File: config.mk
export PLATFORM = sky130hd
export DESIGN_NAME = dmem_arbiter
export DESIGN_NICKNAME = d
export VERILOG_FILES = /design/src/rtl/mem_ctrl_pkg.sv /design/src/rtl/starve_counter.sv /design/src/rtl/dmem_arbiter.sv
export SDC_FILE = /design/constraint.sdc
export NUM_CORES = 1
export LEC_CHECK = 0
export ABC_AREA = 0
export CORE_AREA = 4 4 91 93
export DETAILED_ROUTE_END_ITERATION = 8
export DIE_AREA = 0 0 95 97
export PLACE_DENSITY = 0.78
export SLEW_MARGIN = 20
export SYNTH_ARGS = -nofsm -noshare
export SYNTH_HDL_FRONTEND = slang
export SYNTH_SLANG_ARGS = --single-unit
File: constraint.sdc
create_clock -name clock -period 2.9 [get_ports clock]
set_input_delay 0.725 -clock clock [delete_from_list [all_inputs] [get_ports clock]]
set_output_delay 0.725 -clock clock [all_outputs]
set_load 0.05 [all_outputs]
File: src/rtl/mem_ctrl_pkg.sv
// Shared definitions for the dmem arbitration logic: FSM encoding,
// read-owner encoding and the default starvation limit.
package mem_ctrl_pkg;

  localparam int STARVE_LIMIT_DEFAULT = 4;
  localparam int STARVE_CNT_W         = 4;

  typedef enum logic {
    PROC_PRI  = 1'b0,
    EXT_FORCE = 1'b1
  } arb_state_t;

  typedef enum logic {
    OWNER_PROC = 1'b0,
    OWNER_EXT  = 1'b1
  } owner_t;

endpackage

File: src/rtl/starve_counter.sv
// Counts consecutive cycles in which the external port is denied;
// saturates at LIMIT and flags when the limit is reached.
module starve_counter
  import mem_ctrl_pkg::*;
#(
  parameter int LIMIT = STARVE_LIMIT_DEFAULT
) (
  input  logic clock,
  input  logic reset,
  input  logic inc,
  input  logic clr,
  output logic limit_hit
);

  localparam logic [STARVE_CNT_W-1:0] LIMIT_V = LIMIT[STARVE_CNT_W-1:0];

  logic [STARVE_CNT_W-1:0] cnt;

  always_ff @(posedge clock) begin
    if (reset) begin
      cnt <= '0;
    end else if (clr) begin
      cnt <= '0;
    end else if (inc && (cnt != LIMIT_V)) begin
      cnt <= cnt + 1'b1;
    end
  end

  assign limit_hit = (cnt == LIMIT_V);

endmodule

File: src/rtl/dmem_arbiter.sv
// Two-port dmem arbiter: the processor has priority, but the external
// port is given one forced grant after STARVE_LIMIT denied cycles.
module dmem_arbiter
  import mem_ctrl_pkg::*;
#(
  parameter int STARVE_LIMIT = STARVE_LIMIT_DEFAULT,
  parameter int ADDR_W       = 12
) (
  input  logic              clock,
  input  logic              reset,
  input  logic              proc_req,
  input  logic [ADDR_W-1:0] proc_addr,
  input  logic [31:0]       proc_data,
  input  logic              proc_wren,
  output logic              proc_gnt,
  output logic              proc_rvalid,
  output logic [31:0]       proc_q,
  input  logic              ext_req,
  input  logic [ADDR_W-1:0] ext_addr,
  input  logic [31:0]       ext_data,
  input  logic              ext_wren,
  output logic              ext_gnt,
  output logic              ext_rvalid,
  output logic [31:0]       ext_q,
  output logic [ADDR_W-1:0] address_dmem,
  output logic [31:0]       data,
  output logic              wren,
  input  logic [31:0]       q_dmem
);

  arb_state_t        state, state_next;
  owner_t            owner;
  logic              rd_pending;
  logic [ADDR_W-1:0] last_addr;
  logic              limit_hit;
  logic              any_gnt;

  starve_counter #(.LIMIT(STARVE_LIMIT)) u_starve (
    .clock     (clock),
    .reset     (reset),
    .inc       (ext_req & ~ext_gnt),
    .clr       (ext_gnt | ~ext_req),
    .limit_hit (limit_hit)
  );

  // Grants are suppressed during reset; the forced state lasts one cycle.
  always_comb begin
    proc_gnt   = 1'b0;
    ext_gnt    = 1'b0;
    state_next = PROC_PRI;
    if (!reset) begin
      case (state)
        PROC_PRI: begin
          if (proc_req)     proc_gnt = 1'b1;
          else if (ext_req) ext_gnt  = 1'b1;
        end
        EXT_FORCE: begin
          if (ext_req)       ext_gnt  = 1'b1;
          else if (proc_req) proc_gnt = 1'b1;
        end
        default: ;
      endcase
      if (state == PROC_PRI && limit_hit && !ext_gnt) state_next = EXT_FORCE;
    end
  end

  assign any_gnt = proc_gnt | ext_gnt;

  always_comb begin
    address_dmem = last_addr;
    data         = proc_data;
    wren         = 1'b0;
    if (proc_gnt) begin
      address_dmem = proc_addr;
      data         = proc_data;
      wren         = proc_wren;
    end else if (ext_gnt) begin
      address_dmem = ext_addr;
      data         = ext_data;
      wren         = ext_wren;
    end
  end

  always_ff @(posedge clock) begin
    if (reset) begin
      state      <= PROC_PRI;
      last_addr  <= '0;
      owner      <= OWNER_PROC;
      rd_pending <= 1'b0;
    end else begin
      state      <= state_next;
      rd_pending <= any_gnt & ~wren;
      if (any_gnt) begin
        last_addr <= address_dmem;
        owner     <= ext_gnt ? OWNER_EXT : OWNER_PROC;
      end
    end
  end

  // Gating with reset kills a read whose data would land during reset.
  assign proc_rvalid = rd_pending && (owner == OWNER_PROC) && !reset;
  assign ext_rvalid  = rd_pending && (owner == OWNER_EXT) && !reset;
  assign proc_q      = q_dmem;
  assign ext_q       = q_dmem;

endmodule

# Word-level counts from Yosys, hierarchy flattened
# Index checks and enable logic that the tools add are counted.
# Widths: inputs -> output; s select.
# word_totals
latchBits,0
input_bits,126
reg_bits,19
elab_cells,44
mem_bits_rw,0
mem_count,0
rom_bits,0
# op_classes
order_cmp,0
shifts,0
bitwise_logic,9
n_reduce_logical,10
div_mod_pow,0
mux,17
n_addsub,1
n_mul,0
n_eq_ne,2
# ops
cell,count
$mux 32,2
$mux 12,2
$mux 1,11
$logic_and 1x1->1,7
$not 1->1,5
$add 4x1->4 const B,1
$eq 4x3->1 const B,1
$ne 4x3->1 const B,1
$pmux 1 s2,2
$and 1x1->1,2
$logic_not 1->1,2
$or 1x1->1,2
$reduce_or 2->1,1

# Logic depth before layout (Yosys ltp)
# Gate-level depths: netlist of run 1.
# logic_depth
word_depth,9
mapped_depth,8
ltp_nobuf,6

# Cells and area by module
# Synthesis of run 1 repeated with hierarchy kept, for this count alone.
# unflattened
hier_cells,226
hier_area_um2,2016.9
# modules_own_cells
module,instances,area_per_inst_um2,cells_per_inst,seq_area_each_um2
dmem_arbiter,1,1788.0,201,300.3
starve_counter,1,229.0,25,80.1

# Worst setup path after synthesis of run 1
# OpenSTA, ideal clock, no wires.
# synth_path
path_type,in2out
from,input port reset
to,output port data[22]
arrival_ns,2.151
t_required_ns,2.175
path_slack_ns,0.024
stages,8
n_path_buf,3
path_cell_list,nand2b_1 -> or2_1 -> buf_2 -> inv_2 -> buf_6 -> buf_2 -> nand2_1 -> nand2_1
# synth_between
elab_chain_len,3
elab_cells_between_ends,4
# synth_rtl
element,line,source
"start, declared",dmem_arbiter.sv:10,"input logic reset,"
$mux 1,dmem_arbiter.sv:51,if (!reset) begin
net ext_gnt,dmem_arbiter.sv:22,"output logic ext_gnt,"
$mux 32,dmem_arbiter.sv:77,end else if (ext_gnt) begin
$mux 32,dmem_arbiter.sv:73,if (proc_gnt) begin
"end, declared",dmem_arbiter.sv:26,"output logic [31:0] data,"
# The timed path passes the listed nets, and every way through them passes these cells.

# Worst setup path after layout of run 1
# layout_path
from,input port reset
to,output port address_dmem[3]
# layout_between
elab_chain_len,3
elab_cells_between_ends,4
# layout_rtl
element,line,source
$mux 1,dmem_arbiter.sv:51,
$mux 12,dmem_arbiter.sv:77,
$mux 12 *,dmem_arbiter.sv:73,
"end, declared",dmem_arbiter.sv:25,"output logic [ADDR_W-1:0] address_dmem,"
# Mark *: on every way between the ends. The rest lies on a longest branch, timed or not.

==> flow_metrics.py, run 1 <==
metrics = {
    "run_status": {
        "outcome": "finished, final reports clean",
    },
    "finish": {
        "fin_nets": 497,
        "drive_gt1_share_pct": 23.64,
        "fill_cells": 761,
        "syn_to_final_growth_pct": 76.84,
        "diodes": 0,
        "final_area_sq_mm": 0.003133,
    },
    "cts": {
        "cts_buffer_depth": 2,
        "ctsRootBufferMaster": "clkbuf_8",
        "path_clk_slew_ns": 0.07,
        "htree_levels": 1,
        "clock-sinks": 19,
        "cts_buffers": 3,
        "insertion_delay_ns": 0.26,
        "cts_hold_buf": 0,
        "tritoncts": "yes",
    },
    "timing": {
        "fin_crit_ns": 2.771,
        "max_slew_margin_pct": 57.94,
        "worst_slew_pin_slew_ns": 0.6262,
        "setup_viol": 0,
        "setup_tns_ns": 0,
        "drv_slew": 0,
        "fin_worst_skew_ns": 0.005748,
        "finalWorstSetupSlack_ns": 0.1286,
        "fmax_ghz": 0.3608,
        "rsz0062_at_grt": "false",
        "final-hold-violation-count": 0,
        "whs_ns": 0.4440,
        "period_share_pct": 95.57,
    },
    "logic_synthesis": {
        "ys_types": 32,
        "netlist_area_sq_mm": 0.001772,
        "synth_nets": 402,
        "ys_warn_count": 0,
        "synth.area.top_cells": "buf_4, nand2_1, dfxtp_1",
        "syn_inst": 274,
        "avgSynthCellArea_sq_um": 6.466,
        "ys_ff_latch": 19,
        "synth_top_cell_by_area": "buf_4",
        "seq_area_frac_synth_pct": 21.47,
        "netlist.area_leader.share_pct": 27.54,
    },
    "flow_run": {
        "maxCapViolCount": 0,
    },
    "floorplanning": {
        "dieHeight_microns": 97,
        "initial_core_util_pct": 23.54,
        "die_w_microns": 95,
        "coreArea_sq_mm": 0.007527,
        "num_rows": 32,
        "die_area_sq_mm": 0.009215,
        "pin_count": 239,
    },
    "route": {
        "vias": 1974,
        "drt_wl_total_microns": 6653,
        "drc": 0,
        "ant_nets": 0,
        "via_per_inst": 4.200,
        "detail_route.wl_per_cell_microns": 14.16,
        "dr.pass1.iters": 4,
        "initialDrtViolationCount": 46,
    },
    "placement": {
        "place_area_sq_mm": 0.002895,
        "dpl.hpwl_microns": 5607,
        "place_congestion": 0.8167,
        "place_ws_ns": -0.1259,
        "portBuffers": 142,
    },
    "power_and_ir_drop": {
        "leakage_uw": 0.001477,
        "power_frac_seq_pct": 27.1,
        "peakVddDrop_mv": 0.2668,
        "p_int_uw": 633.7,
        "clkPwrFrac_pct": 17.8,
        "pwr-share-comb_pct": 55.0,
        "powerDensity_mw_per_mm2": 329.3,
        "p_sw_share_pct": 38.58,
        "power_uw": 1032,
        "switching_power_uw": 398.1,
    },
    "setup_path": {
        "worstPathArrival_ns": 2.05,
        "crit_buf_inv": 3,
        "end_kind": "primary output",
        "slowest_stage": "dlygate4sd2_1",
        "critPathMaxFanout": 7,
        "crit_chain": "dlygate4sd2_1 -> buf_4 -> o21bai_2 -> and2_1 -> a221o_1 -> buf_4",
        "cp_slowest_stage_delay_ns": 0.27,
        "criticalPathCategory": "input port to primary output",
        "critPathRequiredTime_ns": 2.17,
        "cp_common_cell": "buf_4",
        "start_kind": "input port",
        "path_delay_family": "buffers and inverters",
    },
    "global_route": {
        "grt_pass1_vias": 1969,
        "grt_start_max_net_pins": 18,
        "grt_usage_pct": 13.10,
        "antenna_found_initial": 0,
        "grt_pass1_wl_microns": 9508,
        "grt_overflow": 0,
    },
    "min_path": {
        "min_path_type": "flip-flop to flip-flop",
    },
}
==> cell usage after synthesis <==
library cell and count:
nand2_1 123, buf_4 65, dfxtp_1 19, nor2b_1 7, a221o_1 6, a22oi_1 6
and2_1 6, buf_2 5, a21oi_1 4, buf_1 3, inv_1 3, clkbuf_1 2
ha_1 2, nand3_1 2, nor2_1 2, nor3b_1 2, o21ai_0 2, a2111oi_0 1
a22o_1 1, and3b_1 1, buf_6 1, inv_2 1, nand2b_1 1, nand3b_1 1
nand4_1 1, nor3_1 1, nor3b_2 1, o21ai_1 1, o21bai_1 1, or2_1 1
or3_1 1, xnor2_1 1
==> sequential cells by signal, summed over array words and instances, names as in the netlist <==
register / cells
u_starve.cnt: 4
state: 1
last_addr: 12
rd_pending: 1
owner: 1
==> per-layer routing <==
layer	wire length, microns	track usage, %	vias to the layer above	share of wire (%)
li1	-	-	989	-
met1	2077	11.87	837	31
met2	3562	25.65	137	54
met3	877	4.743	11	13
met4	136	4.661	0	2.0
met5	0	0	-	0
==> stage by stage <==
stage | cells | util [%]
finish | 470 | 41.62
global route | 470 | 41.62
CTS | 470 | 41.24
detailed placement | 464 | 38.46
global placement | 464 | 38.46
floorplan | 274 | -
==> cell type report <==
| class | count | area, sq um | share of cell area (%) |
|---|---|---|---|
| Sequential cell | 19 | 380.4 | 12.14 |
| Clock buffer | 3 | 41.29 | 1.318 |
| Clock inverter | 1 | 5.005 | 0.1597 |
| Timing Repair Buffer | 166 | 1688 | 53.87 |
| Tap cell | 102 | 127.6 | 4.073 |
| Multi-Input combinational cell | 175 | 870.8 | 27.80 |
| Inverter | 4 | 20.02 | 0.6390 |
==> worst paths after layout <==
check                  startpoint              end  slack [ns]  cells after the start
setup / recovery            reset  address_dmem[3]        0.13                      6
setup reg to reg  u_starve.cnt[0]  u_starve.cnt[3]        1.31                      6
hold / removal       last_addr[1]     last_addr[1]        0.44                      2
hold reg to reg      last_addr[1]     last_addr[1]        0.44                      2
==> kinds of logic after synthesis <==
| family | after synthesis | share of synthesized area [%] |
|---|---|---|
| and+or+nand+nor | 150 | 35.81 |
| buffers and inverters | 80 | 31.50 |
| AOI/OAI and AO/OA | 22 | 9.322 |
| DFF | 19 | 21.47 |
| adders and majority gates | 2 | 1.412 |
| xor gates and xnor gates | 1 | 0.4944 |
==> worst reg2reg max path, stage by stage, from the launching register on <==
cell and delay (ns):
dfxtp_1 0.36, inv_1 0.08, ha_1 0.20, nand3b_1 0.16, o21ai_0 0.19, or3_1 0.39
a21oi_1 0.14
==> power by group through the flow <==
stage                     combinational [uW]  sequential [uW]  clock [uW]
after global routing                     597              282         204
after floorplan                          516              284           0
after detailed placement                 533              286           0
after global placement                   528              286           0
after CTS                                566              280         189
final                                    568              280         184
==> cells in the final DEF, fill, tap and decap left out, drive strengths merged, types with 2 or more instances in the layout <==
cell / count
buf: 73
a21oi: 4
nor2b: 7
inv: 4
a22oi: 6
dlygate4sd2: 2
clkdlybuf4s50: 90
nor3b: 3
clkbuf: 3
dfxtp: 19
nand3: 2
and2: 6
a221o: 6
nand2: 123
ha: 2
o21ai: 3
nor2: 2
==> repair_timing <==
action / 4_1_cts / 5_1_grt
hold endpoints to repair: 0 / 0
endpoints found under the setup margin: 45 / 42
cloned: 1 / 0
buffers inserted: 1 / 0
gates resized for setup: 35 / 10
pin swaps: 1 / 3
(Power assumes the default switching activity.)
==> run 2: changes to the inputs <==
--- a/config.mk
+++ b/config.mk
@@ -7,6 +7,7 @@
 export LEC_CHECK = 0
 export ABC_AREA = 0
 export CORE_AREA = 4 4 91 93
+export CTS_BUF_LIST = sky130_fd_sc_hd__clkbuf_16
 export DETAILED_ROUTE_END_ITERATION = 8
 export DIE_AREA = 0 0 95 97
 export PLACE_DENSITY = 0.78
==> flow_metrics.py, run 2 (same netlist as run 1, synthesis figures left out) <==
metrics = {
    "route": {
        "dr.pass1.iters": 4,
        "ant_nets": 0,
        "detail_route.wl_per_cell_microns": 14.23,
        "drt_wl_total_microns": 6676,
        "via_per_inst": 4.181,
        "drc": 0,
        "vias": 1961,
        "initialDrtViolationCount": 45,
    },
    "placement": {
        "portBuffers": 142,
        "dpl.hpwl_microns": 5607,
        "place_congestion": 0.8167,
    },
    "cts": {
        "cts_hold_buf": 0,
        "clock-sinks": 19,
        "path_clk_slew_ns": 0.05,
        "cts_buffers": 3,
        "insertion_delay_ns": 0.25,
        "post_cts.repair.setup_buffers": 0,
        "cts_buffer_depth": 2,
        "tritoncts": "yes",
        "htree_levels": 1,
        "ctsRootBufferMaster": "clkbuf_16",
    },
    "setup_path": {
        "r2r-start": "u_starve.cnt[0]",
        "reg2reg_to": "u_starve.cnt[3]",
        "r2r_slack_ns": 1.31,
        "start_kind": "input port",
        "criticalPathCategory": "input port to primary output",
        "end_kind": "primary output",
        "critPathMaxFanout": 7,
        "worstRegToRegCells": 6,
        "worstPathArrival_ns": 2.05,
        "critPathRequiredTime_ns": 2.17,
    },
    "floorplanning": {
        "initial_core_util_pct": 23.54,
        "die_w_microns": 95,
        "coreArea_sq_mm": 0.007527,
        "pin_count": 239,
        "die_area_sq_mm": 0.009215,
        "dieHeight_microns": 97,
        "num_rows": 32,
    },
    "power_and_ir_drop": {
        "power_uw": 1133,
        "peakVddDrop_mv": 0.2826,
        "leakage_uw": 0.001490,
        "powerDensity_mw_per_mm2": 356.5,
    },
    "timing": {
        "fin_crit_ns": 2.770,
        "period_share_pct": 95.52,
        "fin_worst_skew_ns": 0.005166,
        "worst_slew_pin_slew_ns": 0.6178,
        "max_slew_margin_pct": 58.50,
        "rsz0062_at_grt": "false",
        "final-hold-violation-count": 0,
        "drv_slew": 0,
        "setup_viol": 0,
        "fmax_ghz": 0.3610,
        "setup_tns_ns": 0,
        "whs_ns": 0.4418,
    },
    "run_status": {
        "outcome": "finished, final reports clean",
    },
    "min_path": {
        "min_path_type": "flip-flop to flip-flop",
        "whs_path_depth": 2,
        "hold_start": "last_addr[1]",
        "holdPathEnd": "last_addr[1]",
    },
    "finish": {
        "diodes": 0,
        "final_cell_mix": "nand2_1, clkdlybuf4s50_1, buf_4, buf_6, dfxtp_1",
        "largest_reg_flops": 12,
        "regMostFlops": "last_addr",
        "syn_to_final_growth_pct": 79.31,
        "fin_nets": 496,
        "drive_gt1_share_pct": 23.98,
        "reg_top3": "last_addr: 12 flops, u_starve.cnt: 4 flops",
        "mostFrequentLayoutCell": "nand2_1",
    },
    "global_route": {
        "grt_pass1_vias": 1965,
        "grt_pass1_wl_microns": 9480,
        "grt_overflow": 0,
        "grt_start_max_net_pins": 18,
        "antenna_found_initial": 0,
        "grt_usage_pct": 12.96,
    },
    "flow_run": {
        "maxCapViolCount": 0,
    },
}
run 2: changes by cell type in the layout (fill, tap and decap cells not counted), sizes merged:
cell,delta
buf,-1
run 2: report_power, final:
part	switching (uW)	total, uW	internal (uW)
clock network	96.9	282	185
logic	306	570	265
registers	5.57	281	275
total	408	1130	724
run 2: through the flow:
step / std cells / utilization, % / setup slack [ns] / cell area, sq um
finish: 469 / 42.20 / 0.1300 / 3177
global route: 469 / 42.20 / 0.07713 / 3177
CTS: 469 / 41.74 / -0.006160 / 3142
detailed placement: 464 / 38.46 / -0.1259 / 2895
global placement: 464 / 38.46 / -0.1056 / 2895
floorplan: 274 / - / 0.02363 / 1772
run 2: what timing repair did:
action	4_1_cts	5_1_grt
hold endpoints to repair	0	0
gates resized for setup	40	9
endpoints found under the setup margin	45	38
pin swaps	1	5
cloned	1	0
run 2: worst max path at each step:
| stage | startpoint | to | slack [ns] |
|---|---|---|---|
| after floorplan | reset | data[22] | 0.02 |
| after global placement | reset | data[15] | -0.11 |
| after detailed placement | reset | data[15] | -0.13 |
| after CTS | proc_req | address_dmem[6] | -0.006 |
| after global routing | reset | address_dmem[3] | 0.08 |
| final | reset | address_dmem[3] | 0.13 |
run 2: final cells by class:
cell class	instances	area, sq um
clock buffer	3	75.07
clock inverter	1	5.005
fill	750	4350
inverter	4	20.02
multi-input combinational	175	880.8
sequential	19	380.4
tap	102	127.6
timing repair buffer	165	1688
run 2: layer usage:
metal  track usage, %  wire length, microns  vias up  part of all wire (%)
li1                 -                     -      984                     -
met1            11.73                  2102      833                    31
met4            3.996                   110        0                   1.6
met5                0                     0        -                     0
met2            25.70                  3596      134                    54
met3            4.666                   866       10                    13
run 2: worst max-delay path: stages:
cell and delay (ns):
dlygate4sd2_1 0.27, buf_4 0.17, o21bai_2 0.24, and2_1 0.18
a221o_1 0.27, buf_4 0.20
